### config.mk
export PLATFORM = sky130hd
export DESIGN_NAME = lfsr_seq
export DESIGN_NICKNAME = d
export VERILOG_FILES = /design/src/rtl/lfsr_pkg.sv /design/src/rtl/lfsr_cell.sv /design/src/rtl/lfsr_seq.sv
export SDC_FILE = /design/constraint.sdc
export NUM_CORES = 1
export LEC_CHECK = 0
export CORE_MARGIN = 4
export CORE_UTILIZATION = 50
export CTS_BUF_LIST = sky130_fd_sc_hd__clkbuf_8
export DETAILED_ROUTE_END_ITERATION = 10
export PLACE_DENSITY_LB_ADDON = 0.15
export SLEW_MARGIN = 10
export SYNTH_ARGS = -nofsm -noshare
export SYNTH_HDL_FRONTEND = slang
export SYNTH_SLANG_ARGS = --single-unit
### constraint.sdc
create_clock -name clock -period 2 [get_ports clock]
set_input_delay 0.4 -clock clock [delete_from_list [all_inputs] [get_ports clock]]
set_output_delay 0.4 -clock clock [all_outputs]
set_load 0.005 [all_outputs]
### src/rtl/lfsr_pkg.sv
`default_nettype none
// ============================================================================
//  Module      : lfsr_pkg
//  Description : Shared constants for the seedable Fibonacci LFSR sequencer.
//                Holds the sequencer state encoding, the default register
//                width and feedback mask, and a small helper for seed checks.
//  Revision    : 1.0  initial release
// ============================================================================
package lfsr_pkg;

  // Sequencer state encoding (explicit 2-bit width)
  localparam logic [1:0] S_IDLE = 2'd0;  // out of reset, no seed loaded yet
  localparam logic [1:0] S_RUN  = 2'd1;  // legal seed loaded, stepping allowed
  localparam logic [1:0] S_ZERO = 2'd2;  // all-zero seed loaded, locked up

  // Default geometry: x^4 + x^3 + 1, a maximal-length 4-bit polynomial.
  // The mask is kept 16 bits wide so any legal WIDTH (2..16) can slice it.
  localparam int          DEFAULT_WIDTH = 4;
  localparam logic [15:0] DEFAULT_TAPS  = 16'h0009;

  // An all-zero LFSR state is a fixed point of XOR feedback, so such a seed
  // can never produce a sequence and is treated as an error.
  function automatic logic seed_is_zero(input logic [15:0] value);
    return (value == 16'h0000);
  endfunction

endpackage : lfsr_pkg
`default_nettype wire

### src/rtl/lfsr_cell.sv
`default_nettype none
// ============================================================================
//  Module      : lfsr_cell
//  Description : One bit of the LFSR shift register. Synchronous active-low
//                reset, a load mux selecting the seed bit over the shift-in
//                bit, and an advance enable that otherwise holds the bit.
//  Ports       : clock     - system clock, rising edge
//                reset     - synchronous active-low reset
//                load      - capture seed_bit this cycle
//                seed_bit  - seed value for this bit position
//                shift_in  - value arriving from the previous stage / feedback
//                advance   - take shift_in this cycle (ignored under load)
//                q         - registered cell value
//  Revision    : 1.0  initial release
// ============================================================================
module lfsr_cell (
  input  logic clock,
  input  logic reset,
  input  logic load,
  input  logic seed_bit,
  input  logic shift_in,
  input  logic advance,
  output logic q
);

  // Priority: reset, then load, then advance; otherwise hold.
  always_ff @(posedge clock) begin
    if (!reset) begin
      q <= 1'b0;
    end else if (load) begin
      q <= seed_bit;
    end else if (advance) begin
      q <= shift_in;
    end
  end

endmodule : lfsr_cell
`default_nettype wire

### src/rtl/lfsr_seq.sv
`default_nettype none
// ============================================================================
//  Module      : lfsr_seq
//  Description : Seedable Fibonacci LFSR sequencer. Chains WIDTH lfsr_cell
//                instances into a shift register with XOR feedback, presents
//                each state on a valid/ready port, flags an all-zero seed and
//                measures the sequence period after each load.
//  Ports       : clock      - system clock, rising edge
//                reset      - synchronous active-low reset
//                load       - load seed this cycle (beats a simultaneous step)
//                seed       - seed value, sampled when load=1
//                enable     - gates out_valid; 0 freezes the sequence
//                out_ready  - consumer accepts q this cycle
//                out_valid  - q holds a valid state
//                q          - current LFSR state
//                serial_out - q[WIDTH-1]
//                wrap       - one-cycle pulse: state returned to the seed
//                period     - steps counted for the last completed cycle
//                error      - all-zero seed loaded
//  Revision    : 1.0  initial release
// ============================================================================
module lfsr_seq
  import lfsr_pkg::*;
#(
  parameter int               WIDTH = DEFAULT_WIDTH,
  parameter logic [WIDTH-1:0] TAPS  = DEFAULT_TAPS[WIDTH-1:0]
) (
  input  logic             clock,
  input  logic             reset,
  input  logic             load,
  input  logic [WIDTH-1:0] seed,
  input  logic             enable,
  input  logic             out_ready,
  output logic             out_valid,
  output logic [WIDTH-1:0] q,
  output logic             serial_out,
  output logic             wrap,
  output logic [WIDTH-1:0] period,
  output logic             error
);

  // --------------------------------------------------------------------------
  // Internal signals
  // --------------------------------------------------------------------------
  logic [1:0]       state;
  logic [1:0]       state_next;
  logic [WIDTH-1:0] cell_q;       // assembled outputs of the cell chain
  logic [WIDTH-1:0] q_next;       // state after one shift
  logic             fb;           // feedback bit entering cell 0
  logic             fire;         // handshake completes this cycle
  logic             advance;      // cells shift this cycle
  logic             seed_zero;
  logic [WIDTH-1:0] seed_reg;     // seed captured at load, for wrap detection
  logic [WIDTH-1:0] count;        // steps taken since load / last wrap
  logic [WIDTH-1:0] count_inc;

  // --------------------------------------------------------------------------
  // Feedback and shift
  // --------------------------------------------------------------------------
  assign fb        = ^(cell_q & TAPS);
  assign q_next    = {cell_q[WIDTH-2:0], fb};
  assign seed_zero = (seed == '0);

  assign fire      = out_valid & out_ready;
  // A load in the same cycle as a handshake discards that step.
  assign advance   = fire & ~load;

  // --------------------------------------------------------------------------
  // Register chain: cell 0 takes the feedback bit, every other cell takes
  // its lower neighbour, giving a left shift towards serial_out.
  // --------------------------------------------------------------------------
  generate
    for (genvar i = 0; i < WIDTH; i++) begin : g_cell
      logic shift_in;

      if (i == 0) begin : g_head
        assign shift_in = fb;
      end else begin : g_tail
        assign shift_in = cell_q[i-1];
      end

      lfsr_cell u_cell (
        .clock    (clock),
        .reset    (reset),
        .load     (load),
        .seed_bit (seed[i]),
        .shift_in (shift_in),
        .advance  (advance),
        .q        (cell_q[i])
      );
    end
  endgenerate

  assign q          = cell_q;
  assign serial_out = cell_q[WIDTH-1];

  // --------------------------------------------------------------------------
  // FSM: state register
  // --------------------------------------------------------------------------
  always_ff @(posedge clock) begin
    if (!reset) begin
      state <= S_IDLE;
    end else begin
      state <= state_next;
    end
  end

  // --------------------------------------------------------------------------
  // FSM: next-state logic. Only a load moves the sequencer; an all-zero seed
  // parks it in ZERO, anything else starts RUN. RUN is never left by itself.
  // --------------------------------------------------------------------------
  always_comb begin
    state_next = state;
    if (load) begin
      state_next = seed_zero ? S_ZERO : S_RUN;
    end
  end

  // --------------------------------------------------------------------------
  // FSM: output logic. The only combinational output path in the block.
  // --------------------------------------------------------------------------
  always_comb begin
    out_valid = 1'b0;
    if (state == S_RUN) begin
      out_valid = enable;
    end
  end

  // --------------------------------------------------------------------------
  // Step counter, period capture, wrap pulse and error flag.
  // count is the number of steps already taken in the current cycle, so the
  // step that lands back on the seed completes a cycle of count+1 steps.
  // --------------------------------------------------------------------------
  assign count_inc = count + 1'b1;

  always_ff @(posedge clock) begin
    if (!reset) begin
      count    <= '0;
      period   <= '0;
      wrap     <= 1'b0;
      error    <= 1'b0;
      seed_reg <= '0;
    end else if (load) begin
      count    <= '0;
      wrap     <= 1'b0;
      error    <= seed_zero;
      seed_reg <= seed;
    end else if (fire) begin
      if (q_next == seed_reg) begin
        wrap   <= 1'b1;
        period <= count_inc;
        count  <= '0;
      end else begin
        wrap   <= 1'b0;
        count  <= count_inc;
      end
    end else begin
      wrap <= 1'b0;
    end
  end

endmodule : lfsr_seq
`default_nettype wire

# Yosys cells after proc, flatten, opt, wreduce, memory -nomap -nowiden

Index checks and enable logic that the tools add are counted.

Register bits after elaboration: 20
Bits in latches: 0
Memory bits (writable): 0
ROM bits: 0
Input bits: 9
Output and inout bits: 12
Memories kept: 0

Add/subtract/negate cells: 1
Multiply operators: 0
Div/mod/pow operators: 0
$lt $le $gt $ge: 0
Equal/unequal tests: 2
Shift-type cells: 0
Muxes and demuxes: 12
Bitwise logic cells: 5
Reduce and logical (&&, ||, !) cells: 6

Operator list:

| kind                  | number |
|---|---|
| $mux W1               | 10 |
| $add A4 B1 Y4 const B | 1 |
| $eq A4 B4 Y1          | 1 |
| $logic_not A4 Y1      | 1 |
| $mux W4               | 1 |
| $reduce_xor A4 Y1     | 1 |
| $not A1 Y1            | 3 |
| $reduce_and A3 Y1     | 1 |
| $reduce_or A3 Y1      | 1 |
| $and A1 B1 Y1         | 2 |
| $eq A2 B1 Y1 const B  | 1 |
| $mux W2               | 1 |
| $reduce_bool A2 Y1    | 1 |
| $reduce_or A2 Y1      | 1 |

# Logic depth before layout (Yosys ltp)

Depth after elaboration: 6
Gate-level depth with buffers: 5

# Cells and area by module

Synthesis repeated with hierarchy kept, for this count alone.

Cells, all modules: 99
Area, all modules: 964.7 µm²

By module, submodules not included:

| module    | times used | cells an instance | area each (µm²) | sequential area each (µm²) |
|---|---|---|---|---|
| lfsr_seq  | 1          | 83                | 774.5           | 300.3 |
| lfsr_cell | 4          | 4                 | 47.5            | 20.0 |

# Worst setup path after synthesis

Ideal clock, no wire load.

Path type: flip-flop to flip-flop
From: reg g_cell[0].u_cell.q
To: reg count[0]
Library setup time: 0.066 ns
Arrival: 1.429 ns
Slack: 0.505 ns
Stages on the path, launching flop included: 5
Path buffers: 0
Period minus slack after synthesis: 1.495 ns
Path through: dfxtp_1 xnor3_1 and4_4 or3_1 a21oi_2

Word-level cells in the longest chain between the ends: 3

Ends and longest elaborated chain:

| item                     | RTL line        | RTL |
|---|---|---|
| start: declaration       | lfsr_cell.sv:23 | `output logic q` |
| start signal: assignment | lfsr_cell.sv:31 | `q <= seed_bit;` |
| start signal: assignment | lfsr_cell.sv:33 | `q <= shift_in;` |
| $reduce_xor A4 Y1        | lfsr_seq.sv:60  | `assign fb = ^(cell_q & TAPS);` |
| $eq A4 B4 Y1 (*)         | lfsr_seq.sv:149 | `if (q_next == seed_reg) begin` |
| $mux W4 (*)              | lfsr_seq.sv:149 |  |
| end signal: assignment   | lfsr_seq.sv:155 | `count <= count_inc;` |
| end: declaration         | lfsr_seq.sv:54  | `logic [WIDTH-1:0] count;` |

Every way passes the cells marked *; elsewhere a longest branch is shown, timed or not.
A chain may end at the register's enable or synchronous reset.

# Worst setup path in the final report

From: reg g_cell[0].u_cell.q
To: out q[0]

RTL lines:

| item             | RTL line       | RTL |
|---|---|---|
| end: declaration | lfsr_seq.sv:35 | `output logic [WIDTH-1:0] q,` |

No word-level cell between the ends.

==> results.toml <==
[logic_synthesis]
synth_enable_flop_cells = 0
synthDistinctLibCells = 31
syn-cell-area_sq_um = 903
synth.most_common_cell = "dfxtp_1"
netlist.area_leader.share_pct = 42.1
cells_after_synthesis = 100
sequential_fraction_of_the_synthesis_area_pct = 42.1
synth_area_leader_cell = "dfxtp_1"
yosys_most_used_dff = "dfxtp_1"
ys_ff_latch = 19
synthesis.yosys.warnings = 0
syn_nets = 110
postSynth.asyncResetShare_pct = 0
synth_commonest_cells = "dfxtp_1, nand2_1, o21ai_0"
synth.top_cells.by_area = "dfxtp_1, nand2_1, mux2i_1"
postSynthAreaPerCell_sq_um = 9.03

[timing]
hold_violations = 0
maxClockFrequency_ghz = 0.608
tightestPinTransition_ns = 0.538
period_needed_ns = 1.65
timing.hold.ws_ns = 0.465
grt_setup_unrepaired = "false"
fin_crit_sh_pct = 82.3
finalMaxSlewViolations = 0
clock_skew_ns = 0.00287
setup-tns-final_ns = 0
worst_slew_margin_rel_pct = 64.0
report.final.setup_viol = 0

[setup_path]
critPathLaunch = "g_cell[0].u_cell.q"
critical_path.max_fanout = 5
endpoint_kind = "primary output"
slowest_stage = "clkdlybuf4s50_1"
path_delay_family = "buffers and inverters"
r2r-start = "g_cell[0].u_cell.q"
cp.required_ns = 1.60
timing.critical_path.from_type = "flop"
criticalPathCategory = "reg -> out"
cpPeakStageDelay_ns = 0.55
critical_path.n_buffers_inverters = 1
worst-r2r-setup-slack_ns = 0.39
worstPathArrival_ns = 1.25
path_cells = "clkdlybuf4s50_1"

[cts]
clkLatencyLatePin_ns = 0.25
clk_pin_slew_ns = 0.07
clock-sinks = 19
cts.htree.levels = 1
cts_root_buffer = "clkbuf_8"
holdBufCountCts = 0
tritoncts.num_buffers = 3
cts_tree = "built"
cts.path.max_buffers = 2

[die]
die_w_microns = 50.5
chipHeight_microns = 50.5
boundaryPins = 21
fp.coreArea_sq_um = 1730
design.die.area_sq_um = 2550
placement_rows = 15
initial_core_util_pct = 52.3

[finish]
final_nets = 131
postLayoutCoreUtil_pct = 67.7
antennaDiodeCount = 0
instances_no_fill = 145
syn2layout_area_growth_pct = 29.4
post_route_cells_drive_above_1_share_pct = 10.8

[hold_path]
hold_class = "reg -> reg"
worstHoldStart = "period[1]"

[placement]
post-dp-hpwl_mm = 1.43
port_buffers = 20
place_inst = 141
finalWeightedCongestion = 0.779

[power_and_ir_drop]
power.static_leakage_nw = 0.458
power_dens_cells_nw_per_um2 = 666
power.ir.vdd_worst_mv = 0.575

[detailed_routing]
drcViolationCount = 0
wl_mm = 1.88
wl_per_cell_microns = 12.9
drt-vias-per-instance = 5.15
drt_pass1_iterations = 4
antenna_left = 0
drtIter0Drc = 19
num_vias = 747

[global_route]
track_usage_pct = 16.6
grt_pass1_wl_mm = 3.24
grt_antenna_before_repair = 0
grt_start_max_net_pins = 20
grt-ovfl-total = 0
grt_pass1_vias = 710

[status]
status = "finished clean"

[job]
max_cap_viol_count = 0
==> per-stage QoR <==
step	power (mW)	setup slack, ns	cell area (sq um)
6_report	0.779	0.354	1170
5_1_grt	0.821	0.247	1170
4_1_cts	0.791	0.0445	1170
3_5_place_dp	0.526	0.0531	1120
3_3_place_gp	0.524	0.0968	1120
2_1_floorplan	0.481	0.505	903
==> kinds of logic after synthesis <==
logic type      count (synthesis)  share of synthesized area [%]
compound gates                 16                           10.7
xor+xnor                        7                           8.31
fa+ha+maj                       1                           1.38
buf+inv                         9                           5.40
flops                          19                           42.1
mux                             5                           5.54
simple gates                   43                           26.6
==> layer usage <==
layer | up-vias | track usage, % | wire length [microns]
met5 | - | 0 | 0
met2 | 12 | 28.7 | 935
li1 | 385 | - | -
met4 | 0 | 5.38 | 7
met1 | 348 | 20.0 | 874
met3 | 2 | 4.15 | 59
==> area by class of cell <==
type                    instances  area [sq um]
flip-flops and latches         19           380
well taps                      25          31.3
repair buffers                 24           233
multi-input cells              72           474
clock buffers                   3          41.3
inverters                       1          3.75
fillers                       154           558
clock inverters                 1          5.00
==> layout by cell type, fill, tap and decap left out, types with 2 or more instances in the layout <==
cell,synthesis,layout
dfxtp_1,19,19
clkdlybuf4s50_1,0,19
nand2_1,18,18
o21ai_0,6,6
mux2i_1,5,5
xnor2_1,5,5
nand3_1,4,4
a21oi_1,4,4
buf_4,4,4
nor2_1,3,3
nor2b_1,3,3
clkbuf_8,0,3
and2_1,2,2
nand4_1,2,2
nand4b_1,2,2
a21boi_0,2,2
a31oi_1,2,2
==> timing repair <==
action / 4_1_cts / 5_1_grt
setup buffers: 0 / 0
hold endpoints to repair: 0 / 0
gates resized for setup: 0 / 1
endpoints found under the setup margin: 0 / 1
==> final timing paths <==
check / cells past startpoint / to
setup reg to reg: 4 / period[1]
hold reg to reg: 2 / period[1]
hold / removal: 2 / period[1]
setup / recovery: 1 / q[0]
==> power breakdown <==
part           leakage [nW]  internal [mW]  switching, mW
logic                 0.277         0.0638         0.0496
registers             0.155          0.391         0.0133
clock network        0.0255          0.138          0.123
No activity file was read; power rests on OpenSTA's default activity.
